[config.mk]
export PLATFORM = sky130hd
export DESIGN_NAME = demux124_stream
export DESIGN_NICKNAME = d
export VERILOG_FILES = /design/src/rtl/demux124_stream.sv
export SDC_FILE = /design/constraint.sdc
export NUM_CORES = 1
export LEC_CHECK = 0
export BUFFER_PORTS_ARGS = -buffer_cell sky130_fd_sc_hd__buf_2
export CAP_MARGIN = 20
export CORE_MARGIN = 2
export CORE_UTILIZATION = 45
export DETAILED_ROUTE_END_ITERATION = 10
export PLACE_DENSITY = 0.74
export SKIP_CTS_REPAIR_TIMING = 1
export SLEW_MARGIN = 15
export SYNTH_ARGS = -nofsm -noshare
export SYNTH_HDL_FRONTEND = slang
export SYNTH_SLANG_ARGS = --single-unit
[constraint.sdc]
create_clock -name Clk -period 1.6 [get_ports Clk]
set_clock_uncertainty 0.1 [all_clocks]
set_input_delay 0.32 -clock Clk [delete_from_list [all_inputs] [get_ports Clk]]
set_output_delay 0.32 -clock Clk [all_outputs]
set_load 0.02 [all_outputs]
[src/rtl/demux124_stream.sv]
`default_nettype none
// ============================================================================
//  Module      : demux124_stream
//  Description : 1-to-4 valid/ready stream demultiplexer. Each accepted input
//                word is steered by Sel into one of four single-entry output
//                holding registers, each with its own valid/ready handshake.
//                A sticky Overflow flag reports a 256-cycle input stall.
//                Optional per-channel delivered-word counters are enabled by
//                defining the macro DEMUX124_CNT_EN (adds port Count).
//  Revision    : 1.0 - initial release
// ============================================================================
module demux124_stream #(
  parameter int WIDTH = 8
) (
  input  logic             Clk,
  input  logic             Reset,
  input  logic [WIDTH-1:0] InData,
  input  logic             InValid,
  input  logic [1:0]       Sel,
  output logic             InReady,
  output logic [WIDTH-1:0] Out0,
  output logic [WIDTH-1:0] Out1,
  output logic [WIDTH-1:0] Out2,
  output logic [WIDTH-1:0] Out3,
  output logic [3:0]       OutValid,
  input  logic [3:0]       OutReady,
  output logic             Overflow
`ifdef DEMUX124_CNT_EN
  ,
  output logic [31:0]      Count
`endif
);

  localparam int NUM_CH = 4;

  logic [3:0]       valid_q;
  logic [WIDTH-1:0] data_q [NUM_CH];
  logic [3:0]       load;
  logic [3:0]       drain;
  logic             accept;
  logic             stall;
  logic [7:0]       stall_cnt;
  logic             overflow_q;

  // Handshake decode: a channel can take a new word when empty or draining
  // in the same cycle, which gives one word per cycle per channel.
  always_comb begin
    InReady = ~valid_q[Sel] | OutReady[Sel];
    accept  = InValid & InReady;
    load    = accept ? (4'b0001 << Sel) : 4'b0000;
    drain   = valid_q & OutReady;
    stall   = InValid & ~InReady;
  end

  // Channel valid flags: a load wins over a drain of the same channel.
  always_ff @(posedge Clk) begin
    if (Reset) begin
      valid_q <= 4'b0000;
    end else begin
      valid_q <= load | (valid_q & ~drain);
    end
  end

  // Holding registers: only written on load, so they keep their last word
  // after draining and stay stable while a consumer stalls.
  always_ff @(posedge Clk) begin
    if (Reset) begin
      for (int i = 0; i < NUM_CH; i++) begin
        data_q[i] <= '0;
      end
    end else begin
      for (int i = 0; i < NUM_CH; i++) begin
        if (load[i]) begin
          data_q[i] <= InData;
        end
      end
    end
  end

  // Stall watchdog: 256 consecutive blocked cycles set a sticky flag that
  // only reset clears.
  always_ff @(posedge Clk) begin
    if (Reset) begin
      stall_cnt  <= 8'd0;
      overflow_q <= 1'b0;
    end else if (stall) begin
      stall_cnt <= stall_cnt + 8'd1;
      if (stall_cnt == 8'hFF) begin
        overflow_q <= 1'b1;
      end
    end else begin
      stall_cnt <= 8'd0;
    end
  end

  assign Out0     = data_q[0];
  assign Out1     = data_q[1];
  assign Out2     = data_q[2];
  assign Out3     = data_q[3];
  assign OutValid = valid_q;
  assign Overflow = overflow_q;

`ifdef DEMUX124_CNT_EN
  logic [31:0] count_q;

  generate
    for (genvar g = 0; g < NUM_CH; g++) begin : g_cnt
      // Delivered-word counter for channel g, wrapping at 255.
      always_ff @(posedge Clk) begin
        if (Reset) begin
          count_q[8*g +: 8] <= 8'd0;
        end else if (drain[g]) begin
          count_q[8*g +: 8] <= count_q[8*g +: 8] + 8'd1;
        end
      end
    end
  endgenerate

  assign Count = count_q;
`endif

endmodule
`default_nettype wire

# --- Yosys cells after proc, flatten, opt, wreduce, memory -nomap -nowiden ---
# Memory sizes are Yosys's and may differ from the RTL's.
# Index checks and enable logic that the tools add are counted.
word_totals:
  register_bits: 13
  latchBits: 0
  ram_bits: 32
  romBits: 0
  elab_cells: 47
  n_memories: 1
memory_table:
  columns: ["memory", "words", "width", "rd", "rd_ports_with_merged_regs", "wr", "line_no", "rtl"]
  rows:
  - ["data_q", 4, 8, 4, 0, 4, "37", "logic [WIDTH-1:0] data_q [NUM_CH];"]
classes:
  addsub: 1
  mul: 0
  div: 0
  n_lt_le_gt_ge: 1
  n_eq_ne: 1
  shifts: 1
  n_mux: 23
  bitwise_logic: 14
  reduce_logical: 2
op_table:
  columns: ["op", "count"]
  rows:
  - ["2-to-1 mux 8 bit", 4]
  - ["2-to-1 mux 1 bit", 16]
  - ["adder 8 x 1 -> 8 bit, second input constant", 1]
  - ["bitwise AND 4 bit", 2]
  - ["== test 8 bit, second input constant", 1]
  - ["OR 1 bit", 5]
  - ["binary-select mux 1 bit (select 2 bit)", 2]
  - ["2-to-1 mux 4 bit", 1]
  - ["NOT 4 bit", 1]
  - ["OR 4 bit", 1]
  - ["<< shifter 1 x 2 -> 4 bit, first input constant", 1]
  - ["< comparator 2 x 3 -> 1 bit, second input constant", 1]
  - ["NOT 1 bit", 3]
  - ["bitwise AND 1 bit", 2]
  - ["AND reduction 2 bit", 1]
  - ["OR reduction 2 bit", 1]

# --- Depth between registers and ports, before layout ---
logic_depth:
  ltp_word: 10
  depth_mapped: 4
  ltp_nobuf: 4

# --- Least setup slack after synthesis ---
# Ideal clock, no wire load.
synth_path:
  path_type: "register to register"
  start: "register valid_q[3], in the netlist OutValid[3]"
  end: "memory data_q[3][0] (enable)"
  setup_time_ns: 0.375
  arrival_ns: 1.184
  path_slack_ns: -0.058
  stages_incl_launch_ff: 4
  n_path_buf: 0
  cell_sequence: "dfxtp_1 nand2b_4 nand3_1 o21bai_1"
synth_rtl:
  columns: ["element", "line_no", "rtl"]
  rows:
  - ["start: declaration", "36", "logic [3:0] valid_q;"]
  - ["start signal: assignment", "60", "valid_q <= load | (valid_q & ~drain);"]
  - ["end: declaration", "37", null]

# --- Worst setup path after layout ---
layout_path:
  start: "register valid_q[3], in the netlist OutValid[3]"
  end: "output port InReady"
layout_between:
  elab_chain_cells: 4
layout_rtl:
  columns: ["element", "line_no", "rtl"]
  rows:
  - ["binary-select mux 1 bit (select 2 bit)", "48", "InReady = ~valid_q[Sel] | OutReady[Sel];"]
  - ["2-to-1 mux 1 bit (implied by the code)", "48", null]
  - ["NOT 1 bit", "48", null]
  - ["OR 1 bit", "48", null]
  - ["end: declaration", "20", "output logic InReady,"]
# No other way between the ends. The select of a mux whose other input is x is not followed.

==> results by group <==
Layout
  – Final antenna diode count: 0
  – Final design area excluding fillers: 2370 µm²
  – Layout cells sized above 1: between 40% and 50%
  – Net count, final: 236
  – Syn-to-layout area delta: 29.7%

Logic synthesis
  – Register area share after synthesis: 66.8%
  – Mapped Cells: between 100 and 150
  – Synth Area in Compound Gates: under 10%
  – Synth top area share: around 53%
  – Multiplexer share of the synthesized area: roughly 1.2%
  – Syn_nets: roughly 160
  – Syn_area_per_cell: 12.7 µm²
  – Post-Synth Adder-Cell Area: 0.684%
  – XOR/XNOR Fraction of Synth Area: under 10%
  – Netlist cell types: 29
  – Mapped cell area: around 1800 µm²
  – Largest family of logic cells by synthesized area: simple AND/OR/NAND/NOR gates
  – Synth top area cells: edfxtp_1 (53%), dfxtp_1 (14%), nor2_1 (6.8%), nand2_1 (3.3%), nand2b_4 (3.0%)
  – Post-synth top cells: nor2_1 (33), edfxtp_1 (32), nand2_1 (16)
  – Async S/R FF share, synth: 0%
  – Synth warn: 0
  – Ys flop type: edfxtp_1
  – Post-synth top area cell: edfxtp_1
  – Number of synthesized flops with an enable pin: 32
  – Count leader, synth: nor2_1
  – Post-synthesis simple-gate area fraction: around a fifth
  – FF+latch count, synth: 45

Timing
  – Final setup vio count: 1
  – Slew headroom: between 60% and 70%
  – TNS Setup: -0.199 ns
  – Min cycle time layout: 1.80 ns
  – Worst-margin pin slew: around 0.59 ns
  – RSZ-0062 raised after global routing: yes
  – Tcrit/Tclk final: 112%
  – Final Slew Violations: 0
  – Worst hold slack: around 0.22 ns
  – Endpoints failing hold: 0
  – Fmax achieved: around 0.56 GHz
  – PnR worst setup slack: -0.199 ns

GRT
  – Initial antenna violation count: 0
  – First-pass GRT wire length: 5.93 mm
  – Pin count of the biggest net entering global routing: 16
  – Vias in the first global route: 1266
  – Congestion Overflow GR: 0
  – GRT Total Usage: between 10% and 20%

Routing
  – M1 WL: between 1 and 1.5 mm
  – Antenna viol nets, final: 0
  – Top Layer Used: met4
  – DR DRC count: 0
  – Detailed route wirelength on metal2: between 1.5 and 2 mm
  – Drt pass-1 iters: 4
  – WL final: 3.75 mm
  – Post-DR wirelength/cell: ~14 µm
  – Via/cell ratio: ~5
  – Vias: 1337
  – Met3 routed WL: approximately 370 µm
  – DRT iter0 DRCs: about 150

Clock tree
  – H-tree levels: 2
  – CTS tree: done
  – Clock Tree Buf Depth: 2
  – CTS Root Cell: clkbuf_8
  – Clock Sinks: 45
  – Worst-path clk slew: 0.08 ns
  – Worst-Skew Late Latency: 0.30 ns
  – Cts bufs inserted: 5

Critical path
  – Crit path capture type: primary output
  – Slowest stage delay, CP: ~0.53 ns
  – Startpoint type of the worst setup path: flip-flop
  – CP Data Arrival Time: approximately 1.4 ns
  – Top delay family on crit path: multiplexers
  – Crit path cell chain: nand2b_4, mux4_2, buf_6
  – Worst setup path class: flip-flop to primary output
  – CP Buf/Inv Count: 1
  – CP required: 1.18 ns
  – CP Max Fanout: 3
  – Crit-path slowest cell: mux4_2
  – R2R Setup Slk: 0.07 ns

Placement
  – Gpl congestion: 0.812
  – Port-buffer cells: 54
  – Area post-placement: 2270 µm²
  – Worst slack at placement: -0.0694 ns
  – Detailed placer's ending HPWL: 2.86 mm

Power
  – Leak Pwr: slightly below 0.001 µW
  – Worst vdd ir: 0.540 mV
  – Pwr per Cell Area: 948 nW/µm²

Min path
  – Hold crit path type: input port to flip-flop

Die
  – Num rows: 23
  – Die footprint: between 4000 and 5000 µm²
  – Initial core utilization: roughly 46%
  – I/O Pins: 55
  – Die width: 67.8 µm
  – Core Area: between 3000 and 4000 µm²
  – Chip Height: between 60 and 70 µm

Flow run
  – Max Cap Viol: 0

Run status
  – Status: finished with violations
  – Failing checks: setup timing
## cell families after synthesis
logic type | after synthesis
AOI/OAI and AO/OA | 15
xor gates and xnor gates | 3
adders and majority gates | 1
buffers and inverters | 7
DFF | 45
muxes | 1
and+or+nand+nor | 72
## registers in the layout, indices dropped and copies added, names as in the netlist
| register | cells |
|---|---|
| OutValid | 4 |
| Overflow | 1 |
| data_q | 32 |
| stall_cnt | 8 |
## path summary, 6_finish.rpt
| path | start | endpoint | depth (start not counted) |
|---|---|---|---|
| worst max-delay path | OutValid[3]$_SDFF_PP0_ | InReady | 3 |
| worst min-delay path | Sel[1] | OutValid[3]$_SDFF_PP0_ | 3 |
| worst max register to register | OutValid[3]$_SDFF_PP0_ | Overflow$_SDFFE_PP0P_ | 4 |
| worst min register to register | stall_cnt[0]$_SDFF_PP0_ | stall_cnt[0]$_SDFF_PP0_ | 1 |
## layer usage
| metal | up-vias | track usage [%] |
|---|---|---|
| met5 | - | 0 |
| met4 | 0 | 7.91 |
| met3 | 6 | 5.67 |
| met2 | 65 | 30.4 |
| met1 | 613 | 22.5 |
| li1 | 653 | - |
## final cells by class
| class | instances | area, µm² |
|---|---|---|
| Clock buffer | 5 | 68.8 |
| Clock inverter | 3 | 21.3 |
| Fill cell | 318 | 1570 |
| Inverter | 3 | 11.3 |
| Multi-Input combinational cell | 92 | 577 |
| Sequential cell | 45 | 1230 |
| Tap cell | 50 | 62.6 |
| Timing Repair Buffer | 71 | 404 |
## through the flow
stage	std cells	power, µW	util, %
finish	269	2250	60.2
global route	269	2350	60.2
CTS	269	2280	59.9
detailed placement	261	1570	57.6
floorplan	144	1460	-
global placement	261	1570	57.6
## power breakdown
part	internal (µW)	switching [µW]
sequential	1290	12.9
combinational	90.0	155
clock	310	391
## worst min-delay path: stages
cell     delay [ns]
buf_2          0.13
nand3_1        0.07
a21oi_1        0.06
## layout by cell type (no fill, tap or decap), types with 2 or more instances in the layout
cell type / instances
inv_1: 3
nor2_1: 33
nand2b_4: 4
edfxtp_1: 32
nor2b_1: 3
o21ai_0: 2
dfxtp_1: 8
o21bai_1: 3
a211oi_2: 3
nor3_2: 4
xor2_1: 2
nand3_1: 3
or3_1: 2
nand2b_1: 2
buf_2: 53
clkbuf_8: 5
buf_4: 17
a21oi_1: 4
dfxtp_2: 5
nand2_1: 16
No activity file was read; power rests on OpenSTA's default activity.
